==> config.mk <==
export PLATFORM = sky130hd
export DESIGN_NAME = tour_cmd_seq_flat
export DESIGN_NICKNAME = d
export VERILOG_FILES = /design/src/rtl/tour_cmd_seq_if.sv /design/src/rtl/tour_cmd_seq.sv /design/src/flat_wrapper.sv
export SDC_FILE = /design/constraint.sdc
export NUM_CORES = 1
export LEC_CHECK = 0
export BUFFER_PORTS_ARGS = -buffer_cell sky130_fd_sc_hd__buf_2
export CORE_UTILIZATION = 40
export DETAILED_ROUTE_END_ITERATION = 7
export PLACE_DENSITY = 0.82
export SLEW_MARGIN = 30
export SYNTH_ARGS = -nofsm -noshare
export SYNTH_HDL_FRONTEND = slang
export SYNTH_SLANG_ARGS = --single-unit
==> constraint.sdc <==
create_clock -name clk -period 3.5 [get_ports clk]
set_input_delay 0.35 -clock clk [delete_from_list [all_inputs] [get_ports clk]]
set_output_delay 0.35 -clock clk [all_outputs]
set_load 0.005 [all_outputs]
==> src/rtl/tour_cmd_seq_if.sv <==
// Command-processor handshake bundle for tour_cmd_seq.
// The sequencer is the master: it drives cmd/cmd_rdy/resp and the processor acknowledges.
interface tour_cmd_seq_if;
    logic [15:0] cmd;
    logic        cmd_rdy;
    logic        clr_cmd_rdy;
    logic        send_resp;
    logic [7:0]  resp;

    modport master (
        output cmd, cmd_rdy, resp,
        input  clr_cmd_rdy, send_resp
    );

    modport slave (
        input  cmd, cmd_rdy, resp,
        output clr_cmd_rdy, send_resp
    );
endinterface

==> src/rtl/tour_cmd_seq.sv <==
// Knight's-tour playback sequencer and UART/tour command mux.
// Optional macro TOUR_FANFARE_EN: the horizontal leg uses the move-with-fanfare opcode.
module tour_cmd_seq (
    input  logic                  clk,
    input  logic                  rst_n,
    input  logic                  start_tour,
    input  logic [7:0]            move,
    output logic [4:0]            indx,
    input  logic [15:0]           cmd_UART,
    input  logic                  cmd_rdy_UART,
    output logic                  clr_cmd_rdy_UART,
    output logic                  tour_done,
    tour_cmd_seq_if.master        proc
);

    localparam logic [3:0] MOVE_OP = 4'b0100;
`ifdef TOUR_FANFARE_EN
    localparam logic [3:0] HORZ_OP = 4'b0101;
`else
    localparam logic [3:0] HORZ_OP = 4'b0100;
`endif

    localparam logic [7:0] HEAD_N    = 8'h00;
    localparam logic [7:0] HEAD_S    = 8'h7F;
    localparam logic [7:0] HEAD_E    = 8'hBF;
    localparam logic [7:0] HEAD_W    = 8'h3F;
    localparam logic [7:0] RESP_LEG  = 8'h5A;
    localparam logic [7:0] RESP_ACK  = 8'hA5;
    localparam logic [4:0] LAST_INDX = 5'd23;

    typedef enum logic [2:0] {IDLE, VERT, WAIT_V, HORZ, WAIT_H} state_t;

    state_t     state, state_nxt;
    logic [4:0] indx_nxt;
    logic       done_nxt;

    logic [2:0] sel;
    logic [7:0] v_head, h_head;
    logic [3:0] v_sq, h_sq;

    // Lowest set bit wins; an all-zero move falls through to bit0.
    always_comb begin
        casez (move)
            8'b???????1: sel = 3'd0;
            8'b??????10: sel = 3'd1;
            8'b?????100: sel = 3'd2;
            8'b????1000: sel = 3'd3;
            8'b???10000: sel = 3'd4;
            8'b??100000: sel = 3'd5;
            8'b?1000000: sel = 3'd6;
            8'b10000000: sel = 3'd7;
            default:     sel = 3'd0;
        endcase
    end

    always_comb begin
        v_head = HEAD_N;
        v_sq   = 4'd2;
        h_head = HEAD_W;
        h_sq   = 4'd1;
        case (sel)
            3'd0: begin v_head = HEAD_N; v_sq = 4'd2; h_head = HEAD_W; h_sq = 4'd1; end
            3'd1: begin v_head = HEAD_N; v_sq = 4'd2; h_head = HEAD_E; h_sq = 4'd1; end
            3'd2: begin v_head = HEAD_N; v_sq = 4'd1; h_head = HEAD_W; h_sq = 4'd2; end
            3'd3: begin v_head = HEAD_S; v_sq = 4'd1; h_head = HEAD_W; h_sq = 4'd2; end
            3'd4: begin v_head = HEAD_S; v_sq = 4'd2; h_head = HEAD_W; h_sq = 4'd1; end
            3'd5: begin v_head = HEAD_S; v_sq = 4'd2; h_head = HEAD_E; h_sq = 4'd1; end
            3'd6: begin v_head = HEAD_S; v_sq = 4'd1; h_head = HEAD_E; h_sq = 4'd2; end
            3'd7: begin v_head = HEAD_N; v_sq = 4'd1; h_head = HEAD_E; h_sq = 4'd2; end
            default: ;
        endcase
    end

    always_ff @(posedge clk or negedge rst_n) begin
        if (!rst_n) begin
            state     <= IDLE;
            indx      <= '0;
            tour_done <= 1'b0;
        end else begin
            state     <= state_nxt;
            indx      <= indx_nxt;
            tour_done <= done_nxt;
        end
    end

    always_comb begin
        state_nxt        = state;
        indx_nxt         = indx;
        done_nxt         = 1'b0;
        proc.cmd         = {MOVE_OP, v_head, v_sq};
        proc.cmd_rdy     = 1'b0;
        proc.resp        = RESP_LEG;
        clr_cmd_rdy_UART = 1'b0;

        case (state)
            IDLE: begin
                proc.cmd         = cmd_UART;
                proc.cmd_rdy     = cmd_rdy_UART;
                proc.resp        = RESP_ACK;
                clr_cmd_rdy_UART = proc.clr_cmd_rdy;
                if (start_tour) begin
                    indx_nxt  = '0;
                    state_nxt = VERT;
                end
            end
            VERT: begin
                proc.cmd_rdy = 1'b1;
                if (proc.clr_cmd_rdy) state_nxt = WAIT_V;
            end
            WAIT_V: begin
                if (proc.send_resp) state_nxt = HORZ;
            end
            HORZ: begin
                proc.cmd     = {HORZ_OP, h_head, h_sq};
                proc.cmd_rdy = 1'b1;
                if (proc.clr_cmd_rdy) state_nxt = WAIT_H;
            end
            WAIT_H: begin
                proc.cmd = {HORZ_OP, h_head, h_sq};
                if (indx == LAST_INDX) proc.resp = RESP_ACK;
                if (proc.send_resp) begin
                    if (indx == LAST_INDX) begin
                        done_nxt  = 1'b1;
                        state_nxt = IDLE;
                    end else begin
                        indx_nxt  = indx + 5'd1;
                        state_nxt = VERT;
                    end
                end
            end
            default: state_nxt = IDLE;
        endcase
    end

endmodule

==> src/flat_wrapper.sv <==
// flat-port wrapper written by rule: the top's interface ports become plain ports
module tour_cmd_seq_flat 
  (clk, rst_n, start_tour, move, indx, cmd_UART, cmd_rdy_UART, clr_cmd_rdy_UART, tour_done, proc_cmd, proc_cmd_rdy, proc_resp, proc_clr_cmd_rdy, proc_send_resp);
  tour_cmd_seq_if proc_i ();
  input  logic clk;
  input  logic rst_n;
  input  logic start_tour;
  input  logic [7:0] move;
  output logic [4:0] indx;
  input  logic [15:0] cmd_UART;
  input  logic cmd_rdy_UART;
  output logic clr_cmd_rdy_UART;
  output logic tour_done;
  output wire logic [$bits(proc_i.cmd)-1:0] proc_cmd;
  output wire logic [$bits(proc_i.cmd_rdy)-1:0] proc_cmd_rdy;
  output wire logic [$bits(proc_i.resp)-1:0] proc_resp;
  input wire logic [$bits(proc_i.clr_cmd_rdy)-1:0] proc_clr_cmd_rdy;
  input wire logic [$bits(proc_i.send_resp)-1:0] proc_send_resp;
  assign proc_cmd = proc_i.cmd;
  assign proc_cmd_rdy = proc_i.cmd_rdy;
  assign proc_resp = proc_i.resp;
  assign proc_i.clr_cmd_rdy = proc_clr_cmd_rdy;
  assign proc_i.send_resp = proc_send_resp;
  tour_cmd_seq u_core (.clk(clk), .rst_n(rst_n), .start_tour(start_tour), .move(move), .indx(indx), .cmd_UART(cmd_UART), .cmd_rdy_UART(cmd_rdy_UART), .clr_cmd_rdy_UART(clr_cmd_rdy_UART), .tour_done(tour_done), .proc(proc_i));
endmodule
; Yosys cells after proc, flatten, opt, wreduce, memory -nomap -nowiden
; Memory sizes are Yosys's and may differ from the RTL's.
; Cells that the tools add are included.
[totals]
ff_bits = 9
romBits = 96
inputBits = 30
output_inout_bits = 32
wordCells = 49
n_memories = 1
[memory_table]
columns = name, words, word_bits, rd, rd_ports_with_merged_regs, wr, line
row1 = (name not given), 8, 12, 1, 0, 0, tour_cmd_seq.sv:61  ; case (sel)
[classes]
add_sub_neg = 1
eq_ne = 18
mux = 20
n_reduce_logical = 6
[op_table]
columns = cell, count
row1 = 16-bit case mux with 2 select lines, 1
row2 = 3-bit case mux with 7 select lines, 1
row3 = 8-bit case mux with 2 select lines, 1
row4 = 3-bit 2-to-1 mux, 5
row5 = 5-bit 2-to-1 mux, 3
row6 = 3-bit case mux with 5 select lines, 1
row7 = "2-bit inequality test, second input constant", 6
row8 = "5-bit equality test, second input constant", 2
row9 = 5-bit case mux with 2 select lines, 1
row10 = "8-bit equality test, second input constant", 1
row11 = 8-bit 2-to-1 mux, 1
row12 = "7-bit equality test, second input constant", 1
row13 = "3-bit by 2-bit equality test with 1-bit output, second input constant", 2
row14 = "3-bit equality test, second input constant", 2
row15 = "6-bit equality test, second input constant", 1
row16 = "5-bit by 1-bit adder with 5-bit output, second input constant", 1
row17 = 1-bit 2-to-1 mux, 5
row18 = 5-bit AND reduction, 1
row19 = "4-bit equality test, second input constant", 1
row20 = 4-bit AND reduction, 1
row21 = 2-bit OR reduction, 2
row22 = "3-bit by 1-bit equality test with 1-bit output, second input constant", 1
row23 = 3-bit zero test, 1
row24 = "2-bit equality test, second input constant", 1
row25 = 2 further kinds, 2

; Longest topological paths before layout
[logic_depth]
depth_word = 4
depth_mapped = 6
mapped_depth_nobuf = 5

; Least setup slack after synthesis
; No wires, ideal clock.
[synth_path]
path_kind = input port to output port
from = input port move[1]
to = output port proc_cmd[0]
arrival_ps = 1586
t_required_ps = 3150
slack_ps = 1564
stages = 4
path_buffers = 0
path_cell_list = or4_4 -> a2bb2oi_2 -> mux2_4 -> a221o_1
[synth_via]
elab_chain_cells = 4
word_cells_on_any_way = 10
classes_between = eq/ne (7) / mux (2) / memory (1)
[synth_rtl]
columns = item, line
row1 = "start, declared", flat_wrapper.sv:8  ; input logic [7:0] move;
row2 = "8-bit equality test, or another cell as far along", tour_cmd_seq.sv:43  ; casez (move)
row3 = 3-bit case mux with 7 select lines *, tour_cmd_seq.sv:43
row4 = memory 8 x 12 bit *, n/a
row5 = 16-bit case mux with 2 select lines *, tour_cmd_seq.sv:95  ; case (state)
row6 = "end, declared", flat_wrapper.sv:14  ; output wire logic [$bits(proc_i.cmd)-1:0] proc_cmd;
; Mark *: on every way between the ends. The rest lies on a longest branch, timed or not.

; Worst setup path in the final report
[layout_path]
from = register u_core.state[2]
to = output port proc_cmd[11]
[layout_via]
elab_chain_cells = 3
word_cells_on_any_way = 5
classes_between = eq/ne (2) / mux (1) / reduce/logical (2)
[layout_rtl]
columns = item, line
row1 = "start, declared", tour_cmd_seq.sv:33  ; state_t state, state_nxt;
row2 = "start signal, assigned", tour_cmd_seq.sv:80  ; state <= state_nxt;
row3 = 3-bit by 2-bit equality test with 1-bit output / 3-bit equality test (equally long branches), tour_cmd_seq.sv:95
row4 = 2-bit OR reduction (no source line), n/a
row5 = 16-bit case mux with 2 select lines *, tour_cmd_seq.sv:95
; Marked as above.

==> impl_metrics.csv <==
group,metric,value,unit
sta,worst_pin_slew,573,ps
outcome,status,"finished, final reports clean",
floorplanning,core.rowCount,16,
yosys,synth_top_family_by_area,"simple AND/OR/NAND/NOR gates",
layout,areaGrowthSynthToFinish,38.6,%
yosys,synth_warnings,0,
yosys,synth_compound_area_share,22.4,%
clock_tree,cts_resized,0,
setup_path,cp_max_fo,18,
floorplanning,pin_count,62,
power,internal_power,0.000419,W
sta,slew_headroom,61.7,%
yosys,ys_seq_area_share,27.5,%
yosys,yosysTopAreaCell,"dfrtp_1",
global_routing,grt_usage,18.3,%
global_routing,grt_pass1_wl,2940,um
yosys,yosysTopAreaCellShare,27.5,%
yosys,synth_edf_count,0,
sta,finalCriticalPeriod,2340,ps
detailed_routing,drt_iter0_markers,13,
setup_path,startpoint_type,"register",
hold_path,hold_class,"in -> reg",
setup_path,r2r_setup_slack,1590,ps
global_routing,grt_max_degree,19,
clock_tree,htreeDepth,1,
layout,diodes,0,
clock_tree,cts_setup_buffers,0,
global_routing,grt-ovfl-total,0,
floorplanning,die_h,47.3,um
power,p_comb_share,66.8,%
sta,finalSetupTns,0,ps
sta,rsz0062_at_grt,"no",
global_routing,grt_busiest_layer,"met2",
setup_path,rr_startpoint,"u_core.indx[0]",
global_routing,first_global_vias,749,
yosys,yosysMostFrequentCell,"nor2_1",
yosys,syn_avg_cell_area,7.96,sq um
detailed_routing,drt-total-wl,2120,um
detailed_routing,avgViaCountPerCell,5.09,
detailed_routing,dr_total_vias,942,
setup_path,path_class,"reg -> out",
floorplanning,die_w,47.3,um
power,power.switching,0.000325,W
floorplanning,initial_core_util,42.2,%
yosys,synth_flop_cell,"dfrtp_1",
yosys,synthAdderAreaFrac,1.53,%
yosys,syn_inst,103,
sta,timing.final.crit_share,67.0,%
sta,hold_slack,311,ps
detailed_routing,drtAntennaViolNets,0,
power,clockPowerShare,10.7,%
yosys,synth_area_leaders,"dfrtp_1 27%, buf_4 5.5%, o21a_1 5.5%",
power,peakVddDrop,0.341,mV
sta,max_freq,0.427,GHz
power,cellPowerDensity,655,nW/um^2
global_routing,grtUsageMet2,33.2,%
clock_tree,cts_buffers,3,
power,p_sw_share,43.7,%
detailed_routing,first_pass_iters,4,
yosys,synthXorXnorAreaFrac,3.21,%
hold_path,whs_endpoint,"u_core.indx[3]",
setup_path,reg2reg_to,"u_core.indx[1]",
yosys,synth_seq_cells,9,
setup_path,worst-endpoint-arrival,1990,ps
placement,dpl_cell_area,1090,sq um
clock_tree,clock_latency,260,ps
placement,numPortBuffers,61,
yosys,yosys.area_share.simple,31.1,%
yosys,synthArstFlopShare,100,%
clock_tree,clk_root_buffer_cell,"clkbuf_4",
sta,setup_viol_count_final,0,
power,seq_power_share,22.5,%
sta,report.final.slew_viol_count,0,
layout,nets,190,
sta,fin_skew,3.32,ps
clock_tree,clk_pin_slew_worst_paths,60,ps
hold_path,whs_path_depth,2,
yosys,synthDistinctLibCells,35,
global_routing,grt_use_met3,2.31,%
setup_path,r2r_cells,5,
setup_path,required,3150,ps
placement,place_congestion,0.738,
placement,post-dp-hpwl,1660,um
clock_tree,clockBufferDepth,2,
clock_tree,cts.sinks,9,
yosys,syn_nets,134,
setup_path,crit_start,"u_core.state[2]",
power,power.leakage,0.605,nW
layout,final_area,1140,sq um
layout,drive_gt1_share,46.2,%
yosys,synthMuxAreaShare,4.58,%
detailed_routing,remaining_drc_errors,0,
clock_tree,cts_tree,"done",
floorplanning,core-area,1940,sq um
sta,finalHoldViolations,0,
yosys,ys_top_cells_by_count,"10 x nor2_1, 9 x dfrtp_1, 7 x and2_1, 7 x nand2_1",
global_routing,antenna_found_initial,0,
yosys,syn_area,820,sq um
detailed_routing,wl_per_cell,11.5,um
global_routing,met1_usage,21.9,%
flow_run,drv_cap,0,
floorplanning,die-area,2230,sq um
setup_path,critPathCaptureType,"output port",
clock_tree,cts_hold_buf,1,
hold_path,min_from,"start_tour",
cell families after synthesis:
group                    count (synthesis)
XOR/XNOR                                 3
adder cells (fa/ha/maj)                  1
buffers and inverters                   15
multiplexers                             3
flip-flops                               9
AO/OA/AOI/OAI                           26
AND/OR/NAND/NOR                         46
through the flow:
| stage | setup slack [ps] | power [W] | cells | utilization [%] |
|---|---|---|---|---|
| finish | 1160 | 0.000744 | 185 | 58.5 |
| detailed placement | 1280 | 0.000664 | 180 | 56.4 |
| floorplan | 1560 | 0.000508 | 103 | - |
| CTS | 1150 | 0.000746 | 185 | 58.2 |
| global route | 1070 | 0.000835 | 185 | 58.5 |
| global placement | 1310 | 0.000651 | 180 | 56.4 |
worst max-delay path, cell delays in order (launching register included):
cell and delay, ps:
dfrtp_1 660, and3b_1 300, a2111oi_0 490, o41ai_1 140, buf_2 140
layout make-up:
cell class / instances / area [sq um]
Sequential cell: 9 / 225
Inverter: 4 / 15.0
Multi-Input combinational cell: 79 / 520
Clock buffer: 4 / 26.3
Tap cell: 27 / 33.8
Fill cell: 179 / 806
Timing Repair Buffer: 62 / 315
worst max-delay path by stage:
stage	endpoint	slack (ps)	depth (start not counted)
floorplan	proc_cmd[0]	1560	4
global placement	proc_cmd[0]	1310	6
detailed placement	proc_cmd[0]	1280	6
CTS	proc_cmd[10]	1150	3
global route	proc_cmd[11]	1070	4
finish	proc_cmd[11]	1160	4
layer usage:
layer	up-vias	share of wire, %	routed length [um]
li1	472	-	-
met5	-	0	0
met4	0	0.80	17
met2	41	46	977
met3	2	7.5	160
met1	427	46	967
placed cells by master (no fill, tap or decap), types with 2 or more instances in the layout:
| cell | count |
|---|---|
| a2111oi_0 | 2 |
| a21oi_1 | 5 |
| and2_1 | 7 |
| and3_1 | 3 |
| buf_2 | 61 |
| clkbuf_4 | 3 |
| dfrtp_1 | 9 |
| inv_1 | 4 |
| mux2_2 | 2 |
| nand2_1 | 7 |
| nand2b_1 | 2 |
| nand3_1 | 3 |
| nor2_1 | 10 |
| nor2b_1 | 4 |
| nor4_1 | 2 |
| o21a_1 | 6 |
| o21ai_0 | 6 |
| xor2_1 | 2 |
registers in the layout, indices dropped and copies added (netlist names):
name,flops
u_core.state,3
u_core.indx,5
u_core.tour_done,1
power by group through the flow:
stage | Clock [W] | Combinational (W) | Sequential [W]
global route | 0.0000872 | 0.000573 | 0.000174
finish | 0.0000796 | 0.000497 | 0.000168
detailed placement | 0 | 0.000498 | 0.000166
CTS | 0.0000807 | 0.000501 | 0.000165
global placement | 0 | 0.000486 | 0.000165
floorplan | 0 | 0.000367 | 0.000141
(Power assumes the default switching activity.)
